**src/rtl/rv32i_wb_stage.sv**
```systemverilog
// RV32I writeback stage: retires ALU results, waits for and lane-extracts load data.
// Define RV32I_WB_FWD_EN to drive the fwd_* bypass port; otherwise it is tied to zero.
module rv32i_wb_stage #(
    parameter int unsigned XLEN           = 32,
    parameter int unsigned REG_ADDR_WIDTH = 5
) (
    input  logic                      clk,
    input  logic                      rst_n,
    input  logic                      ex_valid,
    output logic                      ex_ready,
    input  logic [REG_ADDR_WIDTH-1:0] ex_rd_addr,
    input  logic [XLEN-1:0]           ex_result,
    input  logic                      ex_is_load,
    input  logic [2:0]                ex_funct3,
    input  logic [1:0]                ex_addr_lo,
    input  logic                      mem_rvalid,
    input  logic [XLEN-1:0]           mem_rdata,
    input  logic                      mem_err,
    output logic [REG_ADDR_WIDTH-1:0] rd_addr,
    output logic [XLEN-1:0]           rd_data,
    output logic                      rd_we,
    output logic                      load_pending,
    output logic [REG_ADDR_WIDTH-1:0] pend_rd_addr,
    output logic                      load_fault,
    output logic                      fwd_valid,
    output logic [REG_ADDR_WIDTH-1:0] fwd_addr,
    output logic [XLEN-1:0]           fwd_data
);

    typedef enum logic [0:0] {StIdle, StLoadWait} state_e;

    state_e                    state_q, state_d;
    logic                      rd_we_q, rd_we_d;
    logic [REG_ADDR_WIDTH-1:0] rd_addr_q, rd_addr_d;
    logic [XLEN-1:0]           rd_data_q, rd_data_d;
    logic                      fault_q, fault_d;
    logic [REG_ADDR_WIDTH-1:0] pend_rd_q, pend_rd_d;
    logic [2:0]                funct3_q, funct3_d;
    logic [1:0]                addr_lo_q, addr_lo_d;
    logic                      funct3_legal;

    function automatic logic [XLEN-1:0] extract(input logic [2:0]      f3,
                                                input logic [1:0]      lo,
                                                input logic [XLEN-1:0] w);
        logic [7:0]  b;
        logic [15:0] h;
        case (lo)
            2'd0:    b = w[7:0];
            2'd1:    b = w[15:8];
            2'd2:    b = w[23:16];
            default: b = w[31:24];
        endcase
        h = lo[1] ? w[31:16] : w[15:0];
        case (f3)
            3'b000:  extract = {{(XLEN-8){b[7]}}, b};
            3'b001:  extract = {{(XLEN-16){h[15]}}, h};
            3'b100:  extract = {{(XLEN-8){1'b0}}, b};
            3'b101:  extract = {{(XLEN-16){1'b0}}, h};
            default: extract = w;
        endcase
    endfunction

    always_comb begin
        case (ex_funct3)
            3'b000, 3'b001, 3'b010, 3'b100, 3'b101: funct3_legal = 1'b1;
            default:                                funct3_legal = 1'b0;
        endcase
    end

    always_comb begin
        state_d   = state_q;
        rd_we_d   = 1'b0;
        rd_addr_d = rd_addr_q;
        rd_data_d = rd_data_q;
        fault_d   = 1'b0;
        pend_rd_d = pend_rd_q;
        funct3_d  = funct3_q;
        addr_lo_d = addr_lo_q;
        unique case (state_q)
            StIdle: begin
                if (ex_valid) begin
                    if (!ex_is_load) begin
                        // x0 writes are dropped and leave rd_addr/rd_data untouched
                        if (ex_rd_addr != '0) begin
                            rd_we_d   = 1'b1;
                            rd_addr_d = ex_rd_addr;
                            rd_data_d = ex_result;
                        end
                    end else if (funct3_legal) begin
                        pend_rd_d = ex_rd_addr;
                        funct3_d  = ex_funct3;
                        addr_lo_d = ex_addr_lo;
                        state_d   = StLoadWait;
                    end else begin
                        fault_d = 1'b1;
                    end
                end
            end
            StLoadWait: begin
                if (mem_rvalid) begin
                    state_d = StIdle;
                    if (mem_err) begin
                        fault_d = 1'b1;
                    end else if (pend_rd_q != '0) begin
                        rd_we_d   = 1'b1;
                        rd_addr_d = pend_rd_q;
                        rd_data_d = extract(funct3_q, addr_lo_q, mem_rdata);
                    end
                end
            end
            default: state_d = StIdle;
        endcase
    end

    always_ff @(posedge clk or negedge rst_n) begin
        if (!rst_n) begin
            state_q   <= StIdle;
            rd_we_q   <= 1'b0;
            rd_addr_q <= '0;
            rd_data_q <= '0;
            fault_q   <= 1'b0;
            pend_rd_q <= '0;
            funct3_q  <= 3'b000;
            addr_lo_q <= 2'b00;
        end else begin
            state_q   <= state_d;
            rd_we_q   <= rd_we_d;
            rd_addr_q <= rd_addr_d;
            rd_data_q <= rd_data_d;
            fault_q   <= fault_d;
            pend_rd_q <= pend_rd_d;
            funct3_q  <= funct3_d;
            addr_lo_q <= addr_lo_d;
        end
    end

    assign ex_ready     = (state_q == StIdle);
    assign load_pending = (state_q == StLoadWait);
    assign pend_rd_addr = load_pending ? pend_rd_q : '0;
    assign rd_we        = rd_we_q;
    assign rd_addr      = rd_addr_q;
    assign rd_data      = rd_data_q;
    assign load_fault   = fault_q;

`ifdef RV32I_WB_FWD_EN
    assign fwd_valid = rd_we_q && (rd_addr_q != '0);
    assign fwd_addr  = rd_addr_q;
    assign fwd_data  = rd_data_q;
`else
    assign fwd_valid = 1'b0;
    assign fwd_addr  = '0;
    assign fwd_data  = '0;
`endif

endmodule
```
**config.mk**
```make
export PLATFORM = sky130hd
export DESIGN_NAME = rv32i_wb_stage
export DESIGN_NICKNAME = d
export VERILOG_FILES = /design/src/rtl/rv32i_wb_stage.sv
export SDC_FILE = /design/constraint.sdc
export NUM_CORES = 1
export LEC_CHECK = 0
export BUFFER_PORTS_ARGS = -buffer_cell sky130_fd_sc_hd__buf_2
export CORE_ASPECT_RATIO = 1.25
export CORE_MARGIN = 3
export CORE_UTILIZATION = 47
export DETAILED_ROUTE_END_ITERATION = 10
export GPL_TIMING_DRIVEN = 0
export PLACE_DENSITY = 0.82
export SLEW_MARGIN = 20
export SYNTH_ARGS = -nofsm -noshare
export SYNTH_HDL_FRONTEND = slang
export SYNTH_SLANG_ARGS = --single-unit
export TNS_END_PERCENT = 10
```
**constraint.sdc**
```tcl
create_clock -name clk -period 2.2 [get_ports clk]
set_input_delay 0.44 -clock clk [delete_from_list [all_inputs] [get_ports clk]]
set_output_delay 0.44 -clock clk [all_outputs]
set_load 0.02 [all_outputs]
```
# After elaboration in Yosys (flattened, before gate mapping)
# Cells that the tools add are included.
[totals]
regBits = 50
mem_bits_rw = 0
inputBits = 80
mem_bits_ro = 0
memories = 0
out_inout_bits = 84
latch_bits = 0
[op_classes]
addsub = 0
eq_ne = 15
muxes = 37
n_shift = 0
reduce_logical = 8
multipliers = 0
div_mod_pow = 0
n_lt_le_gt_ge = 0
bitwise_logic = 1
[ops]
columns = ["cell", "n"]
rows = [
  ["32-bit two-way mux", 6],
  ["32-bit case mux with 4 select lines", 1],
  ["32-bit case mux with 2 select lines", 1],
  ["5-bit two-way mux", 7],
  ["8-bit case mux with 3 select lines", 1],
  ["1-bit two-way mux", 16],
  ["16-bit two-way mux", 1],
  ["3-bit == test, second input constant", 4],
  ["5-bit case mux with 2 select lines", 1],
  ["5-bit nonzero test", 2],
  ["2-bit inequality test, second input constant", 4],
  ["3-bit by 1-bit == test with 1-bit output, second input constant", 2],
  ["3-bit logical NOT", 2],
  ["1-bit case mux with 2 select lines", 3],
  ["6-bit AND reduction", 1],
  ["5-bit OR reduction", 1],
  ["2-bit by 1-bit inequality test with 1-bit output, second input constant", 2],
  ["4-bit AND reduction", 1],
  ["3-bit by 2-bit == test with 1-bit output, second input constant", 1],
  ["2-bit by 1-bit == test with 1-bit output, second input constant", 1],
  ["2-bit == test, second input constant", 1],
  ["2-bit logical NOT", 1],
  ["1-bit inverter", 1],
]

# Logic depth before layout (Yosys ltp)
[depth]
ltp_word = 7
ltp_mapped = 6

# Worst setup path before layout
# OpenSTA, ideal clock, no wires.
[synth_path]
path_kind = "input to register"
from = "input port ex_rd_addr[3]"
to = "register rd_addr_q[0], in the netlist rd_addr[0]"
arrival_ns = 1.680
path_buffers = 2
path_slack_ns = 0.394
setup_time_ns = 0.127
stages = 6
t_required_ns = 2.073
cell_sequence = "or4_1 > o21ai_2 > and2_1 > buf_4 > buf_6 > o21ai_0"
[synth_between]
elab_chain_len = 3
[synth_lines]
columns = ["element", "line_no", "source"]
rows = [
  ["from (decl)", "11", "input logic [REG_ADDR_WIDTH-1:0] ex_rd_addr,"],
  ["5-bit nonzero test", "84", "if (ex_rd_addr != '0) begin"],
  ["2-bit by 1-bit inequality test with 1-bit output (no line)", "-", ""],
  ["6-bit AND reduction (no line)", "-", ""],
  ["to (signal assigned)", "128", "rd_addr_q <= rd_addr_d;"],
  ["to (decl)", "34", "logic [REG_ADDR_WIDTH-1:0] rd_addr_q, rd_addr_d;"],
]
# Every way passes these cells.
# A chain may end at the register's enable or synchronous reset.

# Final worst setup path
[layout_path]
from = "register state_q, in the netlist load_pending"
to = "output port ex_ready"
[layout_between]
elab_chain_len = 1
[layout_lines]
columns = ["element", "line_no", "source"]
rows = [
  ["from (decl)", "32", "state_e state_q, state_d;"],
  ["from (signal assigned)", "117", "state_q <= StIdle;"],
  ["from (signal assigned)", "126", "state_q <= state_d;"],
  ["1-bit inverter (no line)", "-", ""],
  ["to (decl)", "10", "output logic ex_ready,"],
]
# Every way passes these cells.

==> reports/results.tsv <==
metric	value	unit
synthAdderAreaFrac	0	%
powerDensity	832	nW/µm²
avgSynthCellArea	9.24	µm²
worst_pin_slew	0.651	ns
place_hpwl	7.79	mm
fill_cells	596	
crit_required	1.76	ns
root_buffer	clkbuf_8	
ff_latch_area	1250	µm²
synth-xor-area-share	0	%
post_cts_resized	0	
dieArea	8070	µm²
yosysSeqAreaShare	37.9	%
chipHeight	99.7	µm
path_class	flip-flop to output pin	
slowest_stage	dfrtp_1	
synth_area	3300	µm²
worstPathMaxFanout	10	
met3_usage	2.90	%
num_vias	3285	
numCtsBuffers	5	
synthMuxAreaShare	7.62	%
crit_path_cell_trace	clkinv_1 -> clkbuf_1 -> buf_2	
row_count	33	
multi_input_area	1750	µm²
p_leak	0.00214	µW
grtUsageMet1	28.5	%
cts_hold_buf	0	
first_global_vias	3056	
grtUsageTotal	23.2	%
routabilityCongestion	0.881	
finalHoldViolations	0	
grt-busiest-layer	met2	
yosysWarningCount	0	
clkTransAtPathRegs	0.10	ns
min_period	2.07	ns
slew_viol_final	0	
fin_skew	0.0133	ns
synth_simple_gate_area_share	17.6	%
maxSlewHeadroom	55.5	%
ys_types	41	
grt_max_degree	51	
cp_slowest_stage_delay	0.49	ns
grt_pass1_wl	14.7	mm
synth_cells	357	
coreArea	6690	µm²
hold_path.class	input port to asynchronous set/reset pin	
cp.arrival	1.63	ns
viasPerCell	5.35	
cts.sinks	50	
antenna_cells	0	
htreeDepth	2	
initial_utilization	49.3	%
status	completed	
antenna_found_initial	0	
startpoint_type	flip-flop	
clk_latency	0.32	ns
clockBufferDepth	2	
cts_tree	done	
drt_iter0_markers	246	
synth_top_area_cell	dfrtp_1	
syn_to_final_growth	30.0	%
drc_errors	0	
drive_above_1_share	39.7	%
grtUsageMet2	40.2	%
synth-seq-cells	50	
setup_viol	0	
io_buffers	125	
yosys-top-cells-area	dfrtp_1, buf_4, nand3_1, mux2i_1, and2_1	
maxCapViolations	0	
antenna_left	0	
grt_setup_unrepaired	false	
gr-total-overflow	0	
synth_top_family_by_area	compound AO/OA/AOI/OAI gates	
drt_wl_total	9.66	mm
die-width	80.9	µm
period_share	94.3	%
fmax	482	MHz
post_cts.repair.setup_buffers	0	
nets	606	
peakVddDrop	411	µV
fin_setup_tns	0	ns
dr.pass1.iters	5	
worstSetupEndpointType	output pin	
ios	164	
synth_compound_area_share	23.5	%
utilization	64.1	%
wl_per_cell	15.7	µm
yosysTopAreaCellShare	37.9	%
## per-stage QoR
| step | hold slack (ns) | total power, µW | instances | cell area, µm² | worst slack, ns |
|---|---|---|---|---|---|
| after floorplan | 0.144 | 2400 | 394 | 3440 | 0.394 |
| after global placement | 0.478 | 2870 | 606 | 4170 | 0.0756 |
| after detailed placement | 0.488 | 2910 | 606 | 4170 | 0.0354 |
| after CTS | 0.325 | 3570 | 614 | 4290 | 0.150 |
| after global routing | 0.184 | 3770 | 614 | 4290 | 0.0578 |
| final | 0.135 | 3570 | 614 | 4290 | 0.126 |
## where the power goes
group          internal, µW  switching [µW]
logic                   614             980
registers              1150             157
clock network           338             324
total                  2110            1460
## path summary, 6_finish.rpt
kind	startpoint	endpoint	slack (ns)	cells past startpoint
setup / recovery	load_pending	ex_ready	0.13	3
hold / removal	rst_n	rd_data[26]	0.13	1
setup reg to reg	addr_lo_q[0]	rd_data[7]	0.16	4
hold reg to reg	rd_data[5]	rd_data[5]	0.50	2
max in group asynchronous	rst_n	rd_data[2]	1.65	1
min in group clk	mem_rvalid	load_pending	0.33	2
## logic make-up (layout without fill, tap and decap cells)
logic type | after synthesis | count (layout)
AND/OR/NAND/NOR | 116 | 116
flip-flops | 50 | 50
multiplexers | 24 | 24
other | 1 | 38
AO/OA/AOI/OAI | 96 | 96
buffers and inverters | 70 | 203
## critical path: cells and delay by family, from the launching register on
family | cells | cell delay (ns)
buffers and inverters | 3 | 0.83
DFF | 1 | 0.49
## synth_stat cells (all sizes together)
library cell,instances
a2111oi,3
a211o,1
a211oi,18
a21oi,6
a221oi,7
a22o,1
a31oi,8
and2,22
and3b,1
and4,1
buf,52
clkbuf,14
clkinv,1
conb,1
dfrtp,50
inv,3
mux2,9
mux2i,15
nand2,10
nand3,31
nand4,8
nor2,35
nor2b,4
nor3,1
nor3b,1
o21a,1
o21ai,18
o22a,8
o31ai,24
o41ai,1
or2b,1
or4,1
## layer usage
layer,part of all wire [%],vias up,wire length [µm]
li1,-,1570,-
met1,38,1509,3670
met2,51,173,4920
met3,7.1,33,688
met4,3.9,0,378
met5,0,-,0
## registers in the layout, indices dropped and copies added (netlist names)
name,flops
load_pending,1
rd_data,32
rd_addr,5
addr_lo_q,2
pend_rd_q,5
rd_we,1
funct3_q,3
load_fault,1
## final cells by class
class / instances / share of cell area [%]
buffer: 66 / 9.83
timing repair buffer: 125 / 14.6
inverter: 4 / 0.350
sequential: 50 / 29.2
clock inverter: 3 / 1.05
multi-input combinational: 274 / 40.8
tap: 87 / 2.54
clock buffer: 5 / 1.60
## placed cells by master (no fill, tap or decap), types with 9 or more instances in the layout
master / instances
mux2_2: 9
nand3_1: 31
nor2_1: 35
and2_1: 22
clkbuf_1: 14
nand2_1: 10
conb_1: 38
dfrtp_1: 50
a211oi_1: 17
o31ai_1: 14
buf_4: 40
o31ai_2: 10
mux2i_1: 15
buf_2: 134
o21ai_0: 16
No activity file was read; power rests on OpenSTA's default activity.
